**src/rtl/playfield_render_ctrl_pkg.sv**
```systemverilog
// Shared constants, palette and fetch FSM states for the playfield renderer.
package playfield_render_ctrl_pkg;

  localparam int X0      = 104;
  localparam int Y0      = 17;
  localparam int PITCH   = 26;
  localparam int COLS    = 14;
  localparam int ROWS    = 22;
  localparam int FETCH_H = 8;

  localparam int IDX_W  = 5;
  localparam int SUB_W  = 5;
  localparam int FCOL_W = 4;

  localparam logic [7:0] GRID_COLOR = 8'hFF;

  // RGB332 colour per board cell index; index 0 is an empty (black) cell.
  localparam logic [7:0] PALETTE [8] = '{8'h00, 8'hE0, 8'h1C, 8'h03,
                                         8'hFC, 8'hE3, 8'h1F, 8'hF4};

  typedef enum logic [1:0] {
    IDLE,
    REQ,
    DRAIN
  } fetch_state_t;

endpackage

```
**src/rtl/playfield_render_ctrl_grid_axis_tracker.sv**
```systemverilog
// Follows the beam along one axis, giving the current grid index, offset
// within the cell, whether the beam is inside the grid, and whether it is on a grid line.
module playfield_render_ctrl_grid_axis_tracker
  import playfield_render_ctrl_pkg::*;
#(
  parameter int POS_W  = 11,
  parameter int ORIGIN = 0,
  parameter int COUNT  = 1
) (
  input  logic             vclk,
  input  logic             reset,
  input  logic             step,
  input  logic [POS_W-1:0] pos,
  output logic [IDX_W-1:0] idx,
  output logic [SUB_W-1:0] sub,
  output logic             in_range,
  output logic             on_line
);

  localparam logic [POS_W-1:0] POS_LO   = POS_W'(ORIGIN);
  localparam logic [POS_W-1:0] POS_HI   = POS_W'(ORIGIN + COUNT * PITCH);
  localparam logic [SUB_W-1:0] SUB_LAST = SUB_W'(PITCH - 1);

  logic [IDX_W-1:0] idx_q, idx_n;
  logic [SUB_W-1:0] sub_q, sub_n;

  // On a step the outputs already reflect the position being presented,
  // so downstream logic sees the cell for the current pos without lag.
  always_comb begin
    idx_n = idx_q;
    sub_n = sub_q;
    if (pos == POS_LO) begin
      idx_n = '0;
      sub_n = '0;
    end else if (sub_q == SUB_LAST) begin
      idx_n = idx_q + IDX_W'(1);
      sub_n = '0;
    end else begin
      sub_n = sub_q + SUB_W'(1);
    end
  end

  always_ff @(posedge vclk) begin
    if (reset) begin
      idx_q <= '0;
      sub_q <= '0;
    end else if (step) begin
      idx_q <= idx_n;
      sub_q <= sub_n;
    end
  end

  assign idx      = step ? idx_n : idx_q;
  assign sub      = step ? sub_n : sub_q;
  assign in_range = (pos >= POS_LO) && (pos <= POS_HI);
  assign on_line  = in_range && (sub == '0);

endmodule

```
**src/rtl/playfield_render_ctrl.sv**
```systemverilog
// Playfield renderer: prefetches each cell row from the shared board RAM into
// a line buffer during the left margin, then emits grid lines and cell colours.
module playfield_render_ctrl
  import playfield_render_ctrl_pkg::*;
(
  input  logic        vclk,
  input  logic        reset,
  input  logic        sw_grid,
  input  logic [10:0] hcount,
  input  logic [9:0]  vcount,
  output logic        ram_rd_en,
  output logic [8:0]  ram_addr,
  input  logic        ram_grant,
  input  logic [2:0]  ram_rd_data,
  output logic        fetch_busy,
  output logic        underrun,
  output logic [7:0]  pixel
);

  logic [IDX_W-1:0]  col, row;
  logic [SUB_W-1:0]  hsub, vsub;
  logic              h_in, v_in, h_on, v_on;

  fetch_state_t      state, state_n;
  logic [FCOL_W-1:0] fcol, fcol_n, addr_col, pend_col;
  logic              pend_valid, rd_en, clear, abort, start, at_x0;
  logic [2:0]        linebuf [COLS];
  logic [2:0]        cell_color_idx;
  logic [7:0]        pixel_n;

  playfield_render_ctrl_grid_axis_tracker #(.POS_W(11), .ORIGIN(X0), .COUNT(COLS)) u_h_axis (
    .vclk     (vclk),
    .reset    (reset),
    .step     (1'b1),
    .pos      (hcount),
    .idx      (col),
    .sub      (hsub),
    .in_range (h_in),
    .on_line  (h_on)
  );

  playfield_render_ctrl_grid_axis_tracker #(.POS_W(10), .ORIGIN(Y0), .COUNT(ROWS)) u_v_axis (
    .vclk     (vclk),
    .reset    (reset),
    .step     (hcount == '0),
    .pos      (vcount),
    .idx      (row),
    .sub      (vsub),
    .in_range (v_in),
    .on_line  (v_on)
  );

  assign at_x0 = (hcount == 11'(X0));
  assign start = (hcount == 11'(FETCH_H)) && v_in && (vsub == '0) && (row < IDX_W'(ROWS));

  // The first request is issued in the trigger cycle itself, so a fully
  // granted fetch occupies exactly COLS cycles starting at FETCH_H.
  always_comb begin
    state_n  = state;
    fcol_n   = fcol;
    addr_col = fcol;
    rd_en    = 1'b0;
    clear    = 1'b0;
    abort    = 1'b0;
    case (state)
      IDLE: begin
        if (start) begin
          clear    = 1'b1;
          rd_en    = 1'b1;
          addr_col = '0;
          fcol_n   = ram_grant ? FCOL_W'(1) : '0;
          state_n  = REQ;
        end
      end
      REQ: begin
        if (at_x0) begin
          abort   = 1'b1;
          state_n = IDLE;
        end else begin
          rd_en = 1'b1;
          if (ram_grant) begin
            if (fcol == FCOL_W'(COLS - 1)) state_n = DRAIN;
            else                           fcol_n  = fcol + FCOL_W'(1);
          end
        end
      end
      DRAIN: begin
        abort   = at_x0;
        state_n = IDLE;
      end
      default: state_n = IDLE;
    endcase
  end

  assign ram_rd_en  = rd_en;
  assign ram_addr   = rd_en ? (9'(row) * 9'(COLS) + 9'(addr_col)) : '0;
  assign fetch_busy = (state != IDLE);

  always_comb begin
    cell_color_idx = '0;
    if (col < IDX_W'(COLS)) cell_color_idx = linebuf[col[FCOL_W-1:0]];
    pixel_n = '0;
    if (sw_grid && h_in && v_in && (h_on || v_on))
      pixel_n = GRID_COLOR;
    else if (h_in && v_in && (col < IDX_W'(COLS)) && (row < IDX_W'(ROWS)) &&
             (hsub != '0) && (vsub != '0))
      pixel_n = PALETTE[cell_color_idx];
  end

  // RAM data lands one cycle after its grant; the column is captured with it.
  always_ff @(posedge vclk) begin
    if (reset) begin
      state      <= IDLE;
      fcol       <= '0;
      pend_valid <= 1'b0;
      pend_col   <= '0;
      underrun   <= 1'b0;
      pixel      <= '0;
      for (int i = 0; i < COLS; i++) linebuf[i] <= '0;
    end else begin
      state      <= state_n;
      fcol       <= fcol_n;
      pend_valid <= rd_en && ram_grant;
      pend_col   <= addr_col;
      underrun   <= abort;
      pixel      <= pixel_n;
      if (clear) begin
        for (int i = 0; i < COLS; i++) linebuf[i] <= '0;
      end else if (pend_valid) begin
        linebuf[pend_col] <= ram_rd_data;
      end
    end
  end

endmodule
```
**config.mk**
```make
export PLATFORM = sky130hd
export DESIGN_NAME = playfield_render_ctrl
export DESIGN_NICKNAME = d
export VERILOG_FILES = /design/src/rtl/playfield_render_ctrl_pkg.sv /design/src/rtl/playfield_render_ctrl_grid_axis_tracker.sv /design/src/rtl/playfield_render_ctrl.sv
export SDC_FILE = /design/constraint.sdc
export NUM_CORES = 1
export LEC_CHECK = 0
export ABC_AREA = 1
export ABC_CLOCK_PERIOD_IN_PS = 10000
export CAP_MARGIN = 20
export CORE_ASPECT_RATIO = 1.4
export CORE_UTILIZATION = 63
export CTS_CLUSTER_SIZE = 8
export DETAILED_ROUTE_END_ITERATION = 12
export DONT_BUFFER_PORTS = 1
export PLACE_DENSITY = 0.8
export SLEW_MARGIN = 30
export SYNTH_ARGS = -nofsm -noshare
export SYNTH_HDL_FRONTEND = slang
export SYNTH_SLANG_ARGS = --single-unit
```
**constraint.sdc**
```tcl
create_clock -name vclk -period 10 [get_ports vclk]
set_input_delay 0.5 -clock vclk [delete_from_list [all_inputs] [get_ports vclk]]
set_output_delay 0.5 -clock vclk [all_outputs]
set_load 0.03 [all_outputs]
```
==> results.json <==
{
  "hold_end": "u_v_axis.sub_q[2]$_SDFF_PP0_",
  "cts_tree": "yes",
  "hold_depth": 1,
  "core.rowCount": 39,
  "fillCellCount": 678,
  "crit_path_end_kind": "output pin",
  "fin_util": 0.696,
  "wl_per_cell_um": 13.7,
  "synth.top_cell.area_share": 0.235,
  "core-area_mm2": 0.00820,
  "cp_cell_sequence": "ha_1 -> nand4_2 -> nor2_1 -> inv_1 -> nor2_1 -> a31oi_1 -> nor3_1 -> inv_1 -> ha_1 -> nand3_1 -> nand2_1 -> inv_2 -> nand4_4 -> nand2_1 -> inv_1 -> ha_1 -> a21oi_1 -> and2_0 -> nor2_1 -> and3_1 -> nor3_1",
  "cts_made_buffers": 9,
  "max_cap_violations": 0,
  "netlist_instances": 711,
  "die-area_mm2": 0.00889,
  "ys_top_cells_by_count": "nor2_1 (137), nand2_1 (136), inv_1 (94)",
  "cp.depth": 21,
  "yosysWarnings": 0,
  "layout.cells.non_filler": 810,
  "firstDrtPassIters": 7,
  "p_leak_nw": 2.66,
  "die_h_um": 111,
  "hold_path_class": "in2reg",
  "layout_setup_ws_ns": 4.66,
  "status": "finished clean",
  "crit_family": "simple AND/OR/NAND/NOR gates",
  "critPathMaxFanout": 7,
  "fin_worst_hold_slack_ns": 0.228,
  "fmax_ghz": 0.187,
  "seq_area_frac_synth": 0.370,
  "drive_gt1_frac": 0.134,
  "globalRouteTotalUtil": 0.271,
  "rr_startpoint": "u_v_axis.sub_q[0]$_SDFF_PP0_",
  "max_stage_delay_ns": 0.73,
  "syn_nets": 770,
  "synth.avg_cell_area_um2": 7.54,
  "dr.first_iter.drc_count": 256,
  "gp_congestion": 0.872,
  "pin_count": 48,
  "rsz0062_at_grt": "no",
  "synth_area_leader_cell": "edfxtp_1",
  "clock_skew_ns": 0.00473,
  "post-place-cells": 794,
  "synth-main-ff-cell": "edfxtp_1",
  "hold_start": "reset",
  "path_class": "reg2out",
  "setup_tns_ns": 0,
  "post-place-ws_ns": 4.89,
  "cts.clk_slew.worst_paths_ns": 0.06,
  "cts-hold-fix-buffers": 0,
  "clock-sinks": 78,
  "start_kind": "flop",
  "ctsResizeCount": 0,
  "ys_ff_latch": 78,
  "cts_buffer_depth": 2,
  "async_reset_ff_frac": 0,
  "fin_crit_ns": 5.34,
  "cp.arrival_ns": 4.84,
  "syn_area_mm2": 0.00536,
  "detail-route-antenna-nets": 0,
  "worstSkewPairLatency_ns": 0.34,
  "worstMarginPinSlew_ns": 0.905,
  "final_max_slew_viol_count": 0,
  "area_delta_synth_final_pct": 6.49,
  "port_buffers": 0,
  "cts.htree.levels": 3,
  "grt_pass1_wl_um": 18800,
  "fin_crit_sh": 0.534,
  "ir_worst_vdd_v": 0.000135,
  "ys_types": 43,
  "layout.nets": 762,
  "synth_edf_count": 42,
  "placed_cell_area_mm2": 0.00536,
  "postCtsSetupBuffers": 0,
  "cp_num_buf_inv": 4,
  "ys_top_cells_by_area": "edfxtp_1 (24%), dfxtp_1 (13%), nor2_1 (9.6%)",
  "via_count": 4470,
  "r2r-end": "linebuf[11][2]$_SDFFCE_PN0P_",
  "total_power_mw": 0.965,
  "reg2reg_slack_ns": 6.35,
  "worst_path_max_delay_cell": "nor3_1",
  "slew-limit-headroom": 0.392,
  "cp.required_ns": 9.50,
  "grt_pass1_vias": 4346,
  "diodes": 0,
  "power.density_mw_per_mm2": 169,
  "grt-ovfl-total": 0,
  "cts_root_buffer": "clkbuf_16",
  "rr_worst_depth": 17,
  "die_w_um": 80.0,
  "drcViolationCount": 0,
  "hold_violations": 0,
  "routed_wl_um": 11100,
  "postLayoutCellArea_mm2": 0.00571,
  "antenna_found_initial": 0,
  "synth.most_common_cell": "nor2_1",
  "grt_max_degree": 29,
  "dp.final_hpwl_um": 8390,
  "setup_viol": 0,
  "vias_per_cell": 5.52,
  "start_util": 0.654
}
where the power goes:
part	internal (mW)	switching, mW
combinational	0.0576	0.143
sequential	0.362	0.0258
clock	0.245	0.132
cells in the final DEF, fill, tap and decap left out, types with 3 or more instances in the layout:
cell / Yosys / layout
nand2_4: 3 / 3
xnor2_1: 3 / 3
a21oi_1: 20 / 20
inv_2: 8 / 8
nand3_1: 55 / 55
nor2_2: 19 / 19
clkinv_4: 1 / 3
nor4_1: 3 / 3
ha_1: 27 / 27
o21ai_1: 4 / 4
edfxtp_1: 42 / 42
nand3_4: 9 / 9
nor3_1: 5 / 5
nand2_2: 16 / 16
fa_1: 4 / 4
or2_2: 4 / 4
nor2_1: 137 / 137
nand4_1: 9 / 9
nand3_2: 8 / 8
dfxtp_1: 36 / 35
o21ai_0: 15 / 15
nor2_4: 4 / 4
nand2_1: 136 / 136
inv_1: 94 / 94
nand3b_1: 8 / 8
bufinv_16: 0 / 3
xor2_1: 6 / 6
clkbuf_16: 0 / 9
area by class of cell:
type                            count  area, um^2  share of cell area
Clock inverter                      7         121              0.0213
Multi-Input combinational cell    509        2850               0.499
Clock buffer                        9         225              0.0394
Tap cell                          102         128              0.0224
Sequential cell                    78        1980               0.347
Inverter                          105         404              0.0708
flip-flops by register name (all words and copies together) (netlist names):
register,flops
state,2
underrun,1
pend_col,4
linebuf,42
pend_valid,1
u_h_axis.sub_q,5
u_v_axis.sub_q,5
u_v_axis.idx_q,5
u_h_axis.idx_q,5
pixel,4
fcol,4
routing by layer:
| layer | part of all wire | vias to the layer above | GRT usage |
|---|---|---|---|
| li1 | - | 2246 | - |
| met1 | 0.39 | 2085 | 0.289 |
| met2 | 0.55 | 112 | 0.514 |
| met3 | 0.039 | 27 | 0.0436 |
| met4 | 0.022 | 0 | 0.104 |
| met5 | 0 | - | 0 |
logic make-up after synthesis:
logic type | count (synthesis) | synth area share
buffers and inverters | 124 | 0.0992
DFF | 78 | 0.370
AOI/OAI and AO/OA | 47 | 0.0471
xor gates and xnor gates | 9 | 0.0147
and+or+nand+nor | 422 | 0.391
adders and majority gates | 31 | 0.0779
worst max path at each step:
stage / slack, ns / to / from
after floorplan: 5.36 / ram_addr[6] / hcount[4]
after detailed placement: 4.89 / ram_addr[6] / hcount[4]
after global placement: 5.12 / ram_addr[6] / hcount[4]
after global routing: 4.10 / ram_addr[8] / u_v_axis.sub_q[0]$_SDFF_PP0_
after CTS: 4.64 / ram_addr[6] / u_v_axis.sub_q[0]$_SDFF_PP0_
final: 4.66 / ram_addr[6] / u_v_axis.sub_q[0]$_SDFF_PP0_
No activity file was read; power rests on OpenSTA's default activity.
